**src/rtl/pr_timer_pkg.sv**
```systemverilog
// Shared definitions for the processor-bus timer bridge: timer FSM states,
// register offsets within a timer window, CTRL bit positions, mode codes and
// the byte-lane merge helper used when PR_BYTE_LANE_EN is defined.
package pr_timer_pkg;

  localparam int unsigned DATA_W = 32;
  localparam int unsigned BE_W   = 4;
  localparam int unsigned CTRL_W = 4;

  typedef enum logic [1:0] {
    ST_IDLE = 2'd0,
    ST_LOAD = 2'd1,
    ST_CNT  = 2'd2,
    ST_INT  = 2'd3
  } tmr_state_e;

  // Word offsets (PrAddr[3:2]) inside a timer window
  localparam logic [1:0] OFF_CTRL   = 2'd0;
  localparam logic [1:0] OFF_PRESET = 2'd1;
  localparam logic [1:0] OFF_COUNT  = 2'd2;

  // CTRL bit positions
  localparam int unsigned CTRL_EN      = 0;
  localparam int unsigned CTRL_MODE_LO = 1;
  localparam int unsigned CTRL_MODE_HI = 2;
  localparam int unsigned CTRL_IM      = 3;

  // Mode 1 reloads automatically; every other code behaves as one-shot
  localparam logic [1:0] MODE_AUTO = 2'd1;

  // Merge a write into an existing word; be==0 means full word
  function automatic logic [DATA_W-1:0] be_merge(input logic [DATA_W-1:0] old_v,
                                                 input logic [DATA_W-1:0] new_v,
                                                 input logic [BE_W-1:0]   be);
    logic [DATA_W-1:0] r;
    r = old_v;
    if (be == 4'b0000) begin
      r = new_v;
    end else begin
      for (int i = 0; i < 4; i++) begin
        if (be[i]) r[8*i +: 8] = new_v[8*i +: 8];
      end
    end
    return r;
  endfunction

endpackage

```
**src/rtl/pr_timer.sv**
```systemverilog
// One countdown timer: CTRL/PRESET/COUNT registers, IDLE/LOAD/CNT/INT FSM
// and the interrupt flag.
// Ports: clk, reset (sync, active-low), we (decoded write for this window),
//        offset (word select), wdata, be (byte enables), rdata (combinational
//        read of the selected register), irq (flag masked by CTRL.IM).
// Build option: PR_BYTE_LANE_EN enables byte-lane writes to CTRL/PRESET.
module pr_timer
  import pr_timer_pkg::*;
(
  input  logic              clk,
  input  logic              reset,
  input  logic              we,
  input  logic [1:0]        offset,
  input  logic [DATA_W-1:0] wdata,
  input  logic [BE_W-1:0]   be,
  output logic [DATA_W-1:0] rdata,
  output logic              irq
);

  tmr_state_e        state_q, state_d;
  logic [CTRL_W-1:0] ctrl_q, ctrl_d;
  logic [DATA_W-1:0] preset_q, preset_d;
  logic [DATA_W-1:0] count_q, count_d;
  logic              flag_q, flag_d;

  logic              wr_ctrl, wr_preset, en, mode_auto;
  logic [CTRL_W-1:0] ctrl_wr;
  logic [DATA_W-1:0] preset_wr;

  assign wr_ctrl   = we && (offset == OFF_CTRL);
  assign wr_preset = we && (offset == OFF_PRESET);
  assign en        = ctrl_q[CTRL_EN];
  assign mode_auto = (ctrl_q[CTRL_MODE_HI:CTRL_MODE_LO] == MODE_AUTO);

  // Value a bus write would leave in each writable register
`ifdef PR_BYTE_LANE_EN
  assign ctrl_wr   = CTRL_W'(be_merge({28'd0, ctrl_q}, wdata, be));
  assign preset_wr = be_merge(preset_q, wdata, be);
`else
  logic unused_be;
  assign unused_be = ^be;
  assign ctrl_wr   = wdata[CTRL_W-1:0];
  assign preset_wr = wdata;
`endif

  // Next state: FSM step from current registers, then bus writes override
  always_comb begin
    state_d  = state_q;
    ctrl_d   = ctrl_q;
    preset_d = preset_q;
    count_d  = count_q;
    flag_d   = flag_q;

    case (state_q)
      ST_IDLE: if (en) state_d = ST_LOAD;
      ST_LOAD: begin
        count_d = preset_q;
        state_d = ST_CNT;
      end
      ST_CNT: begin
        if (!en) begin
          state_d = ST_IDLE;
        end else if (count_q > 32'd1) begin
          count_d = count_q - 32'd1;
        end else begin
          count_d = '0;
          state_d = ST_INT;
          flag_d  = 1'b1;
        end
      end
      ST_INT: begin
        if (mode_auto) begin
          state_d = ST_LOAD;
          flag_d  = 1'b0;
        end else begin
          ctrl_d[CTRL_EN] = 1'b0;
          state_d         = ST_IDLE;
        end
      end
      default: state_d = ST_IDLE;
    endcase

    // A CTRL write acknowledges the flag, except one that raises IM: unmasking
    // must expose a pending interrupt rather than silently drop it.
    if (wr_ctrl) begin
      ctrl_d = ctrl_wr;
      if (!(ctrl_wr[CTRL_IM] && !ctrl_q[CTRL_IM])) flag_d = 1'b0;
    end
    if (wr_preset) begin
      preset_d = preset_wr;
      flag_d   = 1'b0;
    end
  end

  always_ff @(posedge clk) begin
    if (!reset) begin
      state_q  <= ST_IDLE;
      ctrl_q   <= '0;
      preset_q <= '0;
      count_q  <= '0;
      flag_q   <= 1'b0;
    end else begin
      state_q  <= state_d;
      ctrl_q   <= ctrl_d;
      preset_q <= preset_d;
      count_q  <= count_d;
      flag_q   <= flag_d;
    end
  end

  // Combinational read of the selected register
  always_comb begin
    case (offset)
      OFF_CTRL:   rdata = {28'd0, ctrl_q};
      OFF_PRESET: rdata = preset_q;
      OFF_COUNT:  rdata = count_q;
      default:    rdata = '0;
    endcase
  end

  assign irq = flag_q & ctrl_q[CTRL_IM];

endmodule

```
**src/rtl/pr_timer_bridge.sv**
```systemverilog
// Processor-bus responder: decodes two timer windows, steers writes, muxes
// combinational read data and assembles HWInt.
// Ports: clk, reset (sync, active-low), PrAddr/PrWD/PrWE/PrBE (CPU bus),
//        ext_int (external interrupt levels), PrRD (read data, combinational
//        from PrAddr), HWInt ([2]=timer0, [3]=timer1, upper bits=ext_int).
// Build option: PR_BYTE_LANE_EN enables byte-lane writes to CTRL/PRESET.
module pr_timer_bridge
  import pr_timer_pkg::*;
#(
  parameter logic [31:0] BASE0     = 32'h0000_7f00,
  parameter logic [31:0] BASE1     = 32'h0000_7f10,
  parameter int unsigned EXT_INT_W = 4
) (
  input  logic                   clk,
  input  logic                   reset,
  input  logic [DATA_W-1:0]      PrAddr,
  input  logic [DATA_W-1:0]      PrWD,
  input  logic                   PrWE,
  input  logic [BE_W-1:0]        PrBE,
  input  logic [EXT_INT_W-1:0]   ext_int,
  output logic [DATA_W-1:0]      PrRD,
  output logic [EXT_INT_W+3:2]   HWInt
);

  logic              hit0, hit1, irq0, irq1;
  logic [DATA_W-1:0] rd0, rd1;

  // Each window spans CTRL, PRESET, COUNT (12 bytes)
  assign hit0 = (PrAddr >= BASE0) && (PrAddr <= BASE0 + 32'd11);
  assign hit1 = (PrAddr >= BASE1) && (PrAddr <= BASE1 + 32'd11);

  pr_timer u_timer0 (
    .clk    (clk),
    .reset  (reset),
    .we     (PrWE && hit0),
    .offset (PrAddr[3:2]),
    .wdata  (PrWD),
    .be     (PrBE),
    .rdata  (rd0),
    .irq    (irq0)
  );

  pr_timer u_timer1 (
    .clk    (clk),
    .reset  (reset),
    .we     (PrWE && hit1),
    .offset (PrAddr[3:2]),
    .wdata  (PrWD),
    .be     (PrBE),
    .rdata  (rd1),
    .irq    (irq1)
  );

  // Unmapped addresses read as zero
  always_comb begin
    if (hit0)      PrRD = rd0;
    else if (hit1) PrRD = rd1;
    else           PrRD = '0;
  end

  assign HWInt = {ext_int, irq1, irq0};

endmodule

```
**config.mk**
```make
export PLATFORM = sky130hd
export DESIGN_NAME = pr_timer_bridge
export DESIGN_NICKNAME = d
export VERILOG_FILES = /design/src/rtl/pr_timer_pkg.sv /design/src/rtl/pr_timer.sv /design/src/rtl/pr_timer_bridge.sv
export SDC_FILE = /design/constraint.sdc
export NUM_CORES = 1
export LEC_CHECK = 0
export ABC_CLOCK_PERIOD_IN_PS = 2400
export CORE_ASPECT_RATIO = 1.5
export CORE_MARGIN = 2
export CORE_UTILIZATION = 45
export DETAILED_ROUTE_END_ITERATION = 10
export PLACE_DENSITY = 0.68
export SLEW_MARGIN = 20
export SYNTH_ARGS = -nofsm -noshare
export SYNTH_HDL_FRONTEND = slang
export SYNTH_SLANG_ARGS = --single-unit
```
**constraint.sdc**
```tcl
create_clock -name clk -period 2.4 [get_ports clk]
set_clock_uncertainty 0.2 [all_clocks]
set_input_delay 0.48 -clock clk [delete_from_list [all_inputs] [get_ports clk]]
set_output_delay 0.48 -clock clk [all_outputs]
set_load 0.01 [all_outputs]
```
==> metrics.md, run 1 <==
| Metric | Value |
|---|---|
| Mux share of post-synthesis cell area | 9.57% |
| First-pass GRT wire length | 50600 um |
| Synthesized cell area | 8270 sq um |
| Chip width | 115 um |
| Final hold violations | 0 |
| DPL Wire Length | 22200 um |
| Critical-path cell list | buf_6 > nor4_4 > nand4_1 > or4_4 > buf_8 > buf_16 > a211oi_4 > buf_2 |
| Switch share | 22.8% |
| Yosys warnings | 0 |
| Final wirelength | 32500 um |
| Area delta synth->final | 46.5% |
| Gpl congestion | 0.942 |
| Internal | 4.51 mW |
| Antenna violations before repair | 1 |
| Sw Pwr | 1.33 mW |
| Post-DRT Antenna Nets | 0 |
| Setup TNS | -29.38 ns |
| Cells after DPL | 1413 |
| # port buffers | 98 |
| CP startpoint kind | primary input |
| Combinational share of power | 6.8% |
| Worst-path maximum fanout | 5 |
| DRC Markers | 0 |
| Top cell type's share of synthesized area | 34.4% |
| Cells after Synth | 1033 |
| Placed Area | 10800 sq um |
| Max Cap Viol | 0 |
| Pwr Density | 483 nW/um^2 |
| Commonest register cell after synthesis | dfxtp_1 |
| Total Routing Usage GR | 33.5% |
| Die Ht | 170 um |
| Top post-synthesis cells by count | 142 x dfxtp_1, 123 x o21ai_0, 108 x nor2_1 |
| I/O Pins | 113 |
| Post-synth cell types | 68 |
| Worst-skew pair later-pin latency | 0.43 ns |
| Largest family of logic cells by synthesized area | compound AO/OA/AOI/OAI gates |
| Largest area contributor in the netlist | dfxtp_1 |
| RSZ-0062 raised after global routing | yes |
| Status | finished, violations left |
| Worst hold-check path type | flip-flop to flip-flop |
| Wire per inst | 22.0 um |
| Clock sink count | 142 |
| CTS tree | yes |
| Vias/cell | 6.27 |
| Crit path kind | primary input to output port |
| Synth Area per Inst | 8.00 sq um |
| Largest net degree at the start of global routing | 50 |
| Max-slew headroom | 59.0% |
| Count of flip-flops with a built-in enable after synthesis | 0 |
| Sequential Power Share | 40.3% |
| Final Net Count | 1325 |
| Worst VDD drop | 0.421 mV |
| H-tree levels | 4 |
| Layout Utilization | 67.5% |
| LEAKAGE | 4.66 nW |
| Max Root-Sink Buffers | 2 |
| DR iter-0 viols | 900 |
| Most common cell in the netlist | dfxtp_1 |
| Syn nets | 1112 |
| Failing checks | negative setup slack |
| Total number of vias | 9259 |
| Critical-path top delay cell | or4_4 |
| Initial Utilization | 46.1% |
| Worst endpoint required time | 1.72 ns |
| Least-Margin Pin Slew | 0.615 ns |
| Cells taking the most area after synthesis | dfxtp_1 34%, mux2i_1 9.6%, o21ai_0 7.4% |
| Seq/Total Area, Yosys | 34.4% |
| Compound-Gate Fraction of Synth Area | 26.5% |
| Clock share of power | 52.9% |
| Final WS setup | -0.539 ns |
| Max frequency | 340 MHz |
| CP Capture Type | output port |
| XOR/XNOR share of the synthesized area | 1.68% |
| Row Count | 60 |
| Fin cells | 1476 |
| Cts hold-fix bufs | 0 |
| Final setup fails | 101 |
| Asr flop ratio synth | 0% |
| CP max stage delay | 0.55 ns |
| Grt total ovfl | 0 |
| Layout cells sized above 1 | 29.0% |
| Worst EP arrival | 2.26 ns |
| Core area | 17900 sq um |
| Synth Area in Adders | 0.605% |
| Clock slew seen by the registers of the worst setup and hold paths | 0.06 ns |
| Min Tclk post-route | 2.94 ns |
| Vias in the first global route | 9066 |
| Final max-slew violation count | 0 |
| Final instance area | 12100 sq um |
| Tcrit/Tclk final | 122% |
| Root Buffer | clkbuf_16 |
| Post-Synth Simple-Gate Area | 21.3% |
| Synth Register Bits | 142 |
| TritonRoute pass-1 iters | 5 |
| Die area | 19500 sq um |
| Total CTS buffers | 17 |
[stage by stage]
stage / power [mW] / setup slack, ns / hold WS (ns)
finish: 5.84 / -0.539 / 0.254
global route: 5.97 / -0.573 / 0.280
CTS: 5.84 / -0.559 / 0.256
detailed placement: 2.80 / -1.22 / 0.248
global placement: 2.79 / -1.10 / 0.239
floorplan: 2.56 / -0.135 / 0.229
[flip-flops by register name, summed over array words and instances, names as in the netlist]
register / count
u_timer0.preset_q: 32
u_timer1.preset_q: 32
u_timer1.flag_q: 1
u_timer0.flag_q: 1
u_timer0.state_q: 2
u_timer1.ctrl_q: 4
u_timer1.state_q: 2
u_timer1.count_q: 32
u_timer0.ctrl_q: 4
u_timer0.count_q: 32
[worst paths after layout]
kind | from | end | slack (ns) | cells past startpoint
max | PrAddr[28] | PrRD[24] | -0.54 | 8
max reg2reg | u_timer0.count_q[26] | u_timer0.flag_q | -0.03 | 7
min | u_timer1.flag_q | u_timer1.flag_q | 0.25 | 2
min reg2reg | u_timer1.flag_q | u_timer1.flag_q | 0.25 | 2
[layer usage]
layer  up-vias  track usage, %  wire, um
li1       4268               -         -
met1      4464            40.2     12400
met2       419            57.7     16300
met3       108            5.52      1920
met4         0            15.9      1820
met5         -               0         0
[power by group through the flow]
| stage | Sequential (mW) | Clock (mW) | Combinational [mW] |
|---|---|---|---|
| after floorplan | 2.41 | 0 | 0.154 |
| after global placement | 2.41 | 0 | 0.386 |
| after detailed placement | 2.41 | 0 | 0.389 |
| after CTS | 2.36 | 3.10 | 0.385 |
| after global routing | 2.35 | 3.20 | 0.412 |
| final | 2.36 | 3.09 | 0.397 |
[repair_timing]
item	in CTS	in global routing
gates resized for setup	234	69
buffers inserted	17	9
pin swaps	20	33
gates cloned	9	1
endpoints found under the setup margin	115	133
hold endpoints to repair	0	0
[cells in the final DEF, fill, tap and decap left out, types with 21 or more instances in the layout]
master	Yosys	layout
buf_2	2	33
nand2_1	64	63
o21ai_0	123	119
dfxtp_1	142	136
inv_1	25	22
a22oi_1	31	31
nor2_1	108	106
buf_6	4	21
a221oi_1	30	29
a211oi_4	0	27
a21oi_1	84	81
buf_4	11	140
clkdlybuf4s50_1	0	36
mux2i_1	79	75
[area by class of cell]
| type | count | area, sq um |
|---|---|---|
| Fill cell | 1412 | 5830 |
| Inverter | 26 | 97.6 |
| Timing Repair Buffer | 279 | 2620 |
| Clock inverter | 13 | 235 |
| Clock buffer | 18 | 439 |
| Tap cell | 217 | 272 |
| Multi-Input combinational cell | 780 | 5590 |
| Antenna cell | 1 | 2.50 |
| Sequential cell | 142 | 2850 |
[cells by family (layout without fill, tap and decap cells)]
group | Yosys count | after routing
AO/OA/AOI/OAI | 354 | 354
XOR/XNOR | 15 | 15
adder cells (fa/ha/maj) | 4 | 4
buffers and inverters | 111 | 336
flip-flops | 142 | 142
multiplexers | 79 | 79
other | 0 | 1
AND/OR/NAND/NOR | 328 | 328
[critical path: cells and delay by family]
family,cells,cell delay [ns]
compound gates,1,0.20
simple gates,3,0.96
buf+inv,4,0.60
Note: power is estimated with default switching activity, not from simulation.
==> inputs of run 2 (changes only) <==
--- a/config.mk
+++ b/config.mk
@@ -11,7 +11,6 @@
 export CORE_UTILIZATION = 45
 export DETAILED_ROUTE_END_ITERATION = 10
 export PLACE_DENSITY = 0.68
-export SLEW_MARGIN = 20
 export SYNTH_ARGS = -nofsm -noshare
 export SYNTH_HDL_FRONTEND = slang
 export SYNTH_SLANG_ARGS = --single-unit
==> results of run 2 <==
No change in the layout: final DEF, timing and power equal those of run 1.
